### config.mk
export PLATFORM = sky130hd
export DESIGN_NAME = row_skew_scheduler
export DESIGN_NICKNAME = d
export VERILOG_FILES = /design/src/rtl/row_skew_scheduler.sv
export SDC_FILE = /design/constraint.sdc
export NUM_CORES = 1
export LEC_CHECK = 0
export CELL_PAD_IN_SITES_DETAIL_PLACEMENT = 0
export CELL_PAD_IN_SITES_GLOBAL_PLACEMENT = 1
export CORE_UTILIZATION = 30
export CTS_CLUSTER_DIAMETER = 40
export DETAILED_ROUTE_END_ITERATION = 12
export GPL_TIMING_DRIVEN = 1
export HOLD_SLACK_MARGIN = 0.02
export MAX_ROUTING_LAYER = met4
export PLACE_DENSITY = 0.48
export SLEW_MARGIN = 20
export SYNTH_ARGS = -nofsm -noshare
export SYNTH_HDL_FRONTEND = slang
export SYNTH_SLANG_ARGS = --single-unit
### constraint.sdc
create_clock -name i_clk -period 2.51 [get_ports i_clk]
set_input_delay 0.502 -clock i_clk [delete_from_list [all_inputs] [get_ports i_clk]]
set_output_delay 0.502 -clock i_clk [all_outputs]
set_load 0.01 [all_outputs]
### src/rtl/row_skew_scheduler.sv
// row_skew_scheduler: buffers per-row operand streams in FIFOs and releases them
// to the systolic array rows with a programmable diagonal stagger. Release is
// gated by i_ready; a one-cycle o_done pulse marks a fully drained tile.

// One array row: a pointer-wrap FIFO followed by the registered output stage.
module row_skew_lane #(
    parameter int DATA_WIDTH = 8,
    parameter int FIFO_DEPTH = 16
) (
    input  logic                  i_clk,
    input  logic                  i_flush,
    input  logic                  i_wr_en,
    input  logic [DATA_WIDTH-1:0] i_wr_data,
    input  logic                  i_pop_en,
    output logic [DATA_WIDTH-1:0] o_data,
    output logic                  o_valid,
    output logic                  o_full,
    output logic                  o_empty,
    output logic                  o_drop
);
    localparam int AW = $clog2(FIFO_DEPTH);
    localparam int PW = AW + 1;

    logic [DATA_WIDTH-1:0] mem_q [FIFO_DEPTH];
    logic [PW-1:0]         wr_ptr_q, wr_ptr_d;
    logic [PW-1:0]         rd_ptr_q, rd_ptr_d;
    logic [DATA_WIDTH-1:0] data_q, data_d;
    logic                  valid_q, valid_d;
    logic                  pop, wr_acc;

    assign o_empty = (wr_ptr_q == rd_ptr_q);
    assign o_full  = (wr_ptr_q[AW] != rd_ptr_q[AW]) &&
                     (wr_ptr_q[AW-1:0] == rd_ptr_q[AW-1:0]);
    assign o_data  = data_q;
    assign o_valid = valid_q;

    // Pop/write arbitration: a same-cycle pop frees the slot a write into a full FIFO needs.
    always_comb begin
        pop      = i_pop_en && !o_empty;
        wr_acc   = i_wr_en && (!o_full || pop);
        o_drop   = i_wr_en && !wr_acc;
        wr_ptr_d = wr_ptr_q;
        rd_ptr_d = rd_ptr_q;
        data_d   = data_q;
        valid_d  = pop;
        if (wr_acc) wr_ptr_d = wr_ptr_q + PW'(1);
        if (pop) begin
            rd_ptr_d = rd_ptr_q + PW'(1);
            data_d   = mem_q[rd_ptr_q[AW-1:0]];
        end
    end

    // Pointer and output registers; flush empties the FIFO but leaves storage alone.
    always_ff @(posedge i_clk) begin
        if (i_flush) begin
            wr_ptr_q <= '0;
            rd_ptr_q <= '0;
            data_q   <= '0;
            valid_q  <= 1'b0;
        end else begin
            wr_ptr_q <= wr_ptr_d;
            rd_ptr_q <= rd_ptr_d;
            data_q   <= data_d;
            valid_q  <= valid_d;
        end
    end

    // Storage array, written only on accepted writes.
    always_ff @(posedge i_clk) begin
        if (wr_acc) mem_q[wr_ptr_q[AW-1:0]] <= i_wr_data;
    end
endmodule

module row_skew_scheduler #(
    parameter int ROWS       = 4,
    parameter int DATA_WIDTH = 8,
    parameter int FIFO_DEPTH = 16,
    parameter int MAX_SKEW   = 3,
    parameter int SKEW_W     = $clog2(MAX_SKEW + 1),
    parameter int CNT_W      = $clog2((ROWS - 1) * MAX_SKEW + 2)
) (
    input  logic                           i_clk,
    input  logic                           i_rst,
    input  logic                           i_clear,
    input  logic                           i_wr_valid,
    input  logic [$clog2(ROWS)-1:0]        i_wr_row_id,
    input  logic [DATA_WIDTH-1:0]          i_wr_data,
    input  logic                           i_load_done,
    input  logic                           i_start,
    input  logic [SKEW_W-1:0]              i_skew_step,
    input  logic                           i_ready,
    output logic [ROWS-1:0][DATA_WIDTH-1:0] o_data,
    output logic [ROWS-1:0]                o_data_valid,
    output logic [ROWS-1:0]                o_full,
    output logic                           o_empty,
    output logic                           o_overflow,
    output logic                           o_busy,
    output logic                           o_done
);
    localparam int RID_W = $clog2(ROWS);

    typedef enum logic [1:0] {S_IDLE, S_RUN, S_DONE} state_t;

    state_t            state_q, state_d;
    logic [CNT_W-1:0]  cnt_q, cnt_d;
    logic [SKEW_W-1:0] skew_q, skew_d;
    logic              ovf_q, ovf_d;
    logic [CNT_W-1:0]  cnt_max;
    logic [ROWS-1:0]   pop_en, empty, drop;
    logic              flush, all_empty;

    assign flush      = i_rst || i_clear;
    assign cnt_max    = CNT_W'(ROWS - 1) * CNT_W'(skew_q);
    assign all_empty  = &empty;
    assign o_empty    = all_empty;
    assign o_overflow = ovf_q;
    assign o_busy     = (state_q == S_RUN);
    assign o_done     = (state_q == S_DONE);

    for (genvar r = 0; r < ROWS; r++) begin : g_row
        logic [CNT_W-1:0] thresh;
        logic             wr_en;
        // Row r opens once the stagger counter reaches r*skew.
        assign thresh    = CNT_W'(r) * CNT_W'(skew_q);
        assign pop_en[r] = (state_q == S_RUN) && (cnt_q >= thresh) && i_ready;
        assign wr_en     = i_wr_valid && (i_wr_row_id == RID_W'(r));

        row_skew_lane #(
            .DATA_WIDTH(DATA_WIDTH),
            .FIFO_DEPTH(FIFO_DEPTH)
        ) u_lane (
            .i_clk    (i_clk),
            .i_flush  (flush),
            .i_wr_en  (wr_en),
            .i_wr_data(i_wr_data),
            .i_pop_en (pop_en[r]),
            .o_data   (o_data[r]),
            .o_valid  (o_data_valid[r]),
            .o_full   (o_full[r]),
            .o_empty  (empty[r]),
            .o_drop   (drop[r])
        );
    end

    // Next state, stagger counter (frozen under backpressure, saturating) and sticky overflow.
    always_comb begin
        state_d = state_q;
        cnt_d   = cnt_q;
        skew_d  = skew_q;
        ovf_d   = ovf_q || (|drop);
        unique case (state_q)
            S_IDLE: begin
                if (i_start) begin
                    state_d = S_RUN;
                    cnt_d   = '0;
                    skew_d  = i_skew_step;
                end
            end
            S_RUN: begin
                if (cnt_q == cnt_max && all_empty && i_load_done) state_d = S_DONE;
                else if (i_ready && cnt_q != cnt_max) cnt_d = cnt_q + CNT_W'(1);
            end
            S_DONE:  state_d = S_IDLE;
            default: state_d = S_IDLE;
        endcase
    end

    // Control registers; clear aborts any run without a done pulse.
    always_ff @(posedge i_clk) begin
        if (flush) begin
            state_q <= S_IDLE;
            cnt_q   <= '0;
            skew_q  <= '0;
            ovf_q   <= 1'b0;
        end else begin
            state_q <= state_d;
            cnt_q   <= cnt_d;
            skew_q  <= skew_d;
            ovf_q   <= ovf_d;
        end
    end
endmodule

==> impl_results.md, run 1 <==
* Status: complete, but fails checks
* Failing checks: negative setup slack
* Clock-pin slew on the worst setup and hold paths at 0.06 ns
* CP top delay family: simple AND/OR/NAND/NOR gates
* R2R Setup Slk at 0.11 ns
* Clk buf depth at 3
* Synth area leader: edfxtp_1
* Rel. slew slack at 0.348
* Leakage at 10.3 nW
* Minimum clock period at 2.52 ns
* Synth top cells by count: edfxtp_1, mux2i_1, dfxtp_1
* Setup violators final at 1
* Fin util at 0.390
* Top cells by area, synth: edfxtp_1, mux4_2, dfxtp_1, mux2i_1, ha_1
* Io pins at 63
* Vias in the first global route at 14300
* CP max-delay cell: nor4_2
* Routed wire per std cell at 21.3 um
* Synth Area in Simple Gates at 0.0611
* Non-Filler Instances at 2850
* First-pass GRT wire length at 91000 um
* Final ANT Viol Nets at 0
* Htree depth at 3
* Worst Reg-to-Reg Cells at 8
* Gate count of the mapped netlist at 1449
* Mux cell area share after synthesis at 0.127
* CP startpoint: g_row[1].u_lane.rd_ptr_q[2]
* Area share of the largest cell type after synthesis at 0.631
* Clk root buf: clkbuf_16
* Clock network power share at 0.563
* Worst-margin pin slew at 0.976 ns
* DP Wirelength at 37700 um
* TritonCTS clock tree: yes
* CP required at 2.01 ns
* RR Endpoint: g_row[1].u_lane.mem_q[11][3]
* Overflow left after global routing at 0
* RSZ-0062 raised after global routing: yes
* Critical Path AT at 2.02 ns
* CP Cell Sequence: xnor2_1, nand4_1, nor4_2, nand2_4, inv_2, buf_6
* Setup crit end: o_empty
* Yosys warns at 0
* Fin Setup TNS at -0.0150 ns
* Sequential power share at 0.418
* Number of vias in the routed layout at 13400
* Drt first pass iters at 5
* Top-count cell post-synth: edfxtp_1
* Yosys reg bits at 597
* Levels on crit path at 6
* Post-Syn Area at 0.0244 mm^2
* CTS Hold Bufs at 0
* Max Cap Violations at 0
* Clk_skew at 0.0178 ns
* Final worst setup slack at -0.0150 ns
* Register Area at 0.0171 mm^2
* Total Routing Usage GR at 0.154
* Synth Area in Adders at 0.0154
* CP Class: reg2out
* EDFF count, synth at 512
* Final worst path period share at 1.01
* ANT cells at 0
* DR vias/cell at 4.69
* Die height at 287 um
* Main synth FF type: edfxtp_1
* DRC at 0
* Max incr delay on CP at 0.41 ns
* RR Startpoint: skew_q[0]
* Placed Cells incl. Taps at 2653
* Buf/Inv on CP at 2
* Peak supply drop at 0.464 mV
* Number of port buffers at 62
* Sequential share of the synthesized area at 0.701
* 1st-iter DRT viols at 812
* Initial antenna violation count at 1
* Die X at 287 um
* Syn nets at 1498
* Fraction of layout cells with a size suffix above 1 at 0.292
* Fill cells at 7443
* Combinational Power Share at 0.019
* CTS Sinks at 597
* Post-synth ARST share at 0
* Row Count at 104
* Largest net degree at the start of global routing at 65
* Clk_lat worst skew at 0.64 ns
* Max Slew Vio Count at 0
* Routed Wire Length at 60800 um
* PwrDens at 824 mW/mm^2
* Post-synthesis xor/xnor area fraction at 0.0149
* Internal power at 0.0204 W
* Net Sw Power at 0.00545 W
* Critical path capture point type: primary output
* Die area at 0.0823 mm^2
* Hold Path Class: in2reg
* Critical Path Source Type: flop
* Core Area at 0.0804 mm^2
* Area Overhead vs Synth at 28.8%
* Max Fanout on Critical Path at 2
* CTS Buf Count at 104
* GP Congestion at 0.735
* Top achievable clock speed at 396 MHz
* Total Nets Final at 1751
* Initial Utilization at 0.303
* Largest family of logic cells by synthesized area: multiplexers
* Final Hold Fails at 0
* Switching Share at 0.211
* Syn avg cell area at 16.8 um^2
* Area of the multi-input gates at 0.00692 mm^2
* Yosys cell types at 74
* Post-synthesis compound-gate area fraction at 0.0570
[repair_timing]
item | in CTS | in global routing
pin swaps | 7 | 14
setup endpoints to repair | 29 | 324
resized for setup | 27 | 31
buffers inserted | 0 | 4
[routing by layer]
metal | vias up | GRT usage | part of all wire
met5 | - | - | 0
met4 | 0 | 0.0414 | 0.017
met1 | 6801 | 0.200 | 0.46
li1 | 6259 | - | -
met2 | 227 | 0.249 | 0.49
met3 | 80 | 0.0269 | 0.037
[how the worst min path moves through the flow]
stage	from	to	slack, ns	depth (start not counted)
final	i_wr_data[7]	g_row[3].u_lane.mem_q[5][7]	0.35	1
after global routing	i_wr_data[7]	g_row[3].u_lane.mem_q[5][7]	0.35	1
after CTS	i_wr_data[7]	g_row[3].u_lane.mem_q[5][7]	0.34	1
after detailed placement	g_row[2].u_lane.o_data[4]	g_row[2].u_lane.o_data[4]	0.45	2
after global placement	g_row[2].u_lane.o_data[6]	g_row[2].u_lane.o_data[6]	0.45	2
after floorplan	g_row[3].u_lane.wr_ptr_q[4]	g_row[3].u_lane.wr_ptr_q[4]	0.48	2
[power groups by stage]
stage	clock network, W	logic (W)	registers [W]
6_report	0.0146	0.000487	0.0108
3_5_place_dp	0	0.000491	0.0110
3_3_place_gp	0	0.000485	0.0110
2_1_floorplan	0	0.000129	0.0110
5_1_grt	0.0154	0.000530	0.0108
4_1_cts	0.0149	0.000496	0.0108
[through the flow]
| stage | setup slack (ns) | power (W) | hold WS, ns | cell area (um^2) |
|---|---|---|---|---|
| 6_report | -0.0150 | 0.0258 | 0.354 | 31400 |
| 5_1_grt | -0.166 | 0.0267 | 0.351 | 31400 |
| 4_1_cts | -0.214 | 0.0262 | 0.341 | 31200 |
| 3_5_place_dp | -0.201 | 0.0115 | 0.448 | 27500 |
| 3_3_place_gp | -0.215 | 0.0115 | 0.446 | 27500 |
| 2_1_floorplan | 0.0278 | 0.0111 | 0.479 | 24400 |
[registers in the layout (all words and copies together) (netlist names)]
signal,cells
g_row.u_lane.mem_q,512
g_row.u_lane.o_data,32
g_row.u_lane.rd_ptr_q,20
g_row.u_lane.wr_ptr_q,20
cnt_q,4
g_row.u_lane.o_valid,4
skew_q,2
state_q,2
o_overflow,1
[worst register-to-register path, cell delays in order (launching register included)]
cell and delay, ns:
dfxtp_1 0.31, buf_4 0.15, ha_1 0.28, nand2b_4 0.16, a2111o_1 0.47, a211o_4 0.41
nand3_4 0.14, nor2_1 0.06, buf_4 0.18
[cells by family after synthesis]
group                    count (synthesis)
AO/OA/AOI/OAI                          177
XOR/XNOR                                38
adder cells (fa/ha/maj)                 30
buffers and inverters                  104
flip-flops                             597
multiplexers                           210
AND/OR/NAND/NOR                        293
[layout make-up]
type                            instances  share of cell area
Sequential cell                       597               0.545
Clock inverter                         80              0.0297
Tap cell                             1060              0.0423
Multi-Input combinational cell        748               0.220
Inverter                               18             0.00215
Timing Repair Buffer                  233              0.0727
Clock buffer                          114              0.0876
[placed cells by master (no fill, tap or decap), drive strengths merged, types with 9 or more instances in the layout]
cell	count
xor2	13
mux2i	130
ha	30
edfxtp	512
o21ai	12
buf	181
nor2b	12
clkbuf	115
or3	12
a21oi	40
a22oi	32
clkdlybuf4s50	49
a22o	24
a221oi	9
nand3	28
bufinv	14
nand2	79
dfxtp	85
inv	41
clkinvlp	12
nor3	21
o22ai	9
mux4	80
a211o	17
xnor2	25
nor2	71
clkinv	31
and3	28
No activity file was read; power rests on OpenSTA's default activity.
==> run 2, diff against run 1 <==
SETUP_SLACK_MARGIN = 0.3   (was not set)
==> impl_results.md, run 2 (synthesis results as in run 1) <==
* Switching Share at 0.217
* Final worst path period share at 1.01
* Area Overhead vs Synth at 30.9%
* CTS Buf Count at 101
* Row Count at 104
* Largest net degree at the start of global routing at 65
* CP startpoint: g_row[2].u_lane.rd_ptr_q[4]
* Final Hold Fails at 0
* Worst Reg-to-Reg Cells at 8
* CP required at 2.01 ns
* Total Routing Usage GR at 0.155
* Max Slew Vio Count at 0
* Core Area at 0.0804 mm^2
* Worst-margin pin slew at 0.655 ns
* Routed wire per std cell at 21.5 um
* DP Wirelength at 38300 um
* PwrDens at 786 mW/mm^2
* Most frequent cells in the layout: edfxtp_1, mux2i_1, clkbuf_16
* Hold Path Class: in2reg
* 1st-iter DRT viols at 695
* TritonCTS clock tree: yes
* Setup violators final at 1
* Clock network power share at 0.549
* Initial antenna violation count at 0
* Leakage at 10.2 nW
* Fill cells at 7422
* Failing checks: negative setup slack
* Die X at 287 um
* Clk_skew at 0.0245 ns
* CP Class: reg2out
* GP Congestion at 0.731
* Die area at 0.0823 mm^2
* Drt first pass iters at 7
* Die height at 287 um
* Fraction of layout cells with a size suffix above 1 at 0.323
* Top achievable clock speed at 394 MHz
* Max Cap Violations at 0
* Initial Utilization at 0.303
* Critical path capture point type: primary output
* Final worst setup slack at -0.0254 ns
* Number of vias in the routed layout at 13400
* Rel. slew slack at 0.560
* Status: complete, but fails checks
* Placed instance area at 0.0276 mm^2
* Max Fanout on Critical Path at 5
* Max FFs per register at 512
* Clock-pin slew on the worst setup and hold paths at 0.06 ns
* Combinational Power Share at 0.020
* DR vias/cell at 4.71
* Final ANT Viol Nets at 0
* Io pins at 63
* Setup crit end: o_empty
* Htree depth at 3
* Final Instance Area at 0.0319 mm^2
* Clk root buf: clkbuf_16
* DRC at 0
* Clk_lat worst skew at 0.64 ns
* First-pass GRT wire length at 91500 um
* R2R Setup Slk at 0.14 ns
* CTS Sinks at 597
* Routed Wire Length at 61100 um
* Critical Path AT at 2.03 ns
* Number of port buffers at 62
* Vias in the first global route at 14000
* WHS Path Cells at 1
* Internal power at 0.0196 W
* Critical Path Source Type: flop
* CTS Hold Bufs at 0
* Design Power at 0.0251 W
* RR Endpoint: g_row[1].u_lane.mem_q[11][2]
* Total Nets Final at 1746
* Leading cell type in the layout, fill and taps excluded: edfxtp_1
* Peak supply drop at 0.523 mV
* Clk buf depth at 3
* Minimum clock period at 2.54 ns
* RSZ-0062 raised after global routing: yes
* Net Sw Power at 0.00544 W
* Fin util at 0.396
* Overflow left after global routing at 0
* Sequential power share at 0.431
* RR Startpoint: skew_q[0]
[run 2: changes by cell type in the layout (fill, tap and decap cells not counted), moves of 9 or more]
cell	change
dfxtp_2	+9
nor2_4	+25
nor3_4	+9
dfxtp_1	-10
buf_6	+27
nor2_1	-24
buf_4	-39
[run 2: final cells by class]
| cell class | count | area (um^2) | share of cell area |
|---|---|---|---|
| Inverter | 18 | 75.1 | 0.00235 |
| Sequential cell | 597 | 17100 | 0.537 |
| Tap cell | 1060 | 1330 | 0.0416 |
| Antenna cell | 1 | 2.50 | 0.0000785 |
| Timing Repair Buffer | 231 | 2490 | 0.0783 |
| Clock buffer | 112 | 2640 | 0.0829 |
| Multi-Input combinational cell | 748 | 7400 | 0.232 |
| Clock inverter | 77 | 828 | 0.0260 |
[run 2: power by group through the flow]
stage,registers [W],logic (W),clock network (W)
floorplan,0.0110,0.000133,0
global placement,0.0110,0.000496,0
detailed placement,0.0110,0.000501,0
CTS,0.0108,0.000522,0.0141
global route,0.0108,0.000557,0.0145
finish,0.0108,0.000511,0.0138
[run 2: what timing repair did]
action	CTS	global route
gates resized for setup	140	42
endpoints found under the setup margin	400	410
cloned	0	0
pin swaps	46	35
setup buffers	10	7
[run 2: worst min-delay path by stage]
| stage | slack, ns | start | end |
|---|---|---|---|
| after floorplan | 0.48 | g_row[3].u_lane.wr_ptr_q[4] | g_row[3].u_lane.wr_ptr_q[4] |
| after global placement | 0.45 | g_row[2].u_lane.o_data[2] | g_row[2].u_lane.o_data[2] |
| after detailed placement | 0.45 | g_row[1].u_lane.o_data[7] | g_row[1].u_lane.o_data[7] |
| after CTS | 0.23 | i_wr_data[4] | g_row[3].u_lane.mem_q[4][4] |
| after global routing | 0.25 | i_wr_data[4] | g_row[3].u_lane.mem_q[4][4] |
| final | 0.26 | i_wr_data[4] | g_row[3].u_lane.mem_q[4][4] |
[run 2: per-layer routing]
| layer | global-route usage | routed length [um] |
|---|---|---|
| met2 | 0.239 | 29200 |
| met5 | - | 0 |
| met3 | 0.0285 | 2070 |
| met4 | 0.0406 | 1310 |
| met1 | 0.210 | 28400 |
[run 2: per-stage QoR]
stage / setup TNS [ns] / hold WS [ns] / instances / setup WS, ns
after floorplan: 0 / 0.479 / 1449 / 0.0918
after global placement: -33.38 / 0.445 / 2637 / -0.198
after detailed placement: -33.39 / 0.447 / 2637 / -0.196
after CTS: -0.0737 / 0.226 / 2836 / -0.0737
after global routing: -0.170 / 0.250 / 2843 / -0.170
final: -0.0254 / 0.263 / 2844 / -0.0254
[run 2: worst max-delay path: stages, from the launching register on]
cell and delay (ns):
dfxtp_1 0.40, xor2_1 0.46, nor4_2 0.11, buf_4 0.17, nand2_4 0.10, inv_2 0.04, buf_6 0.11
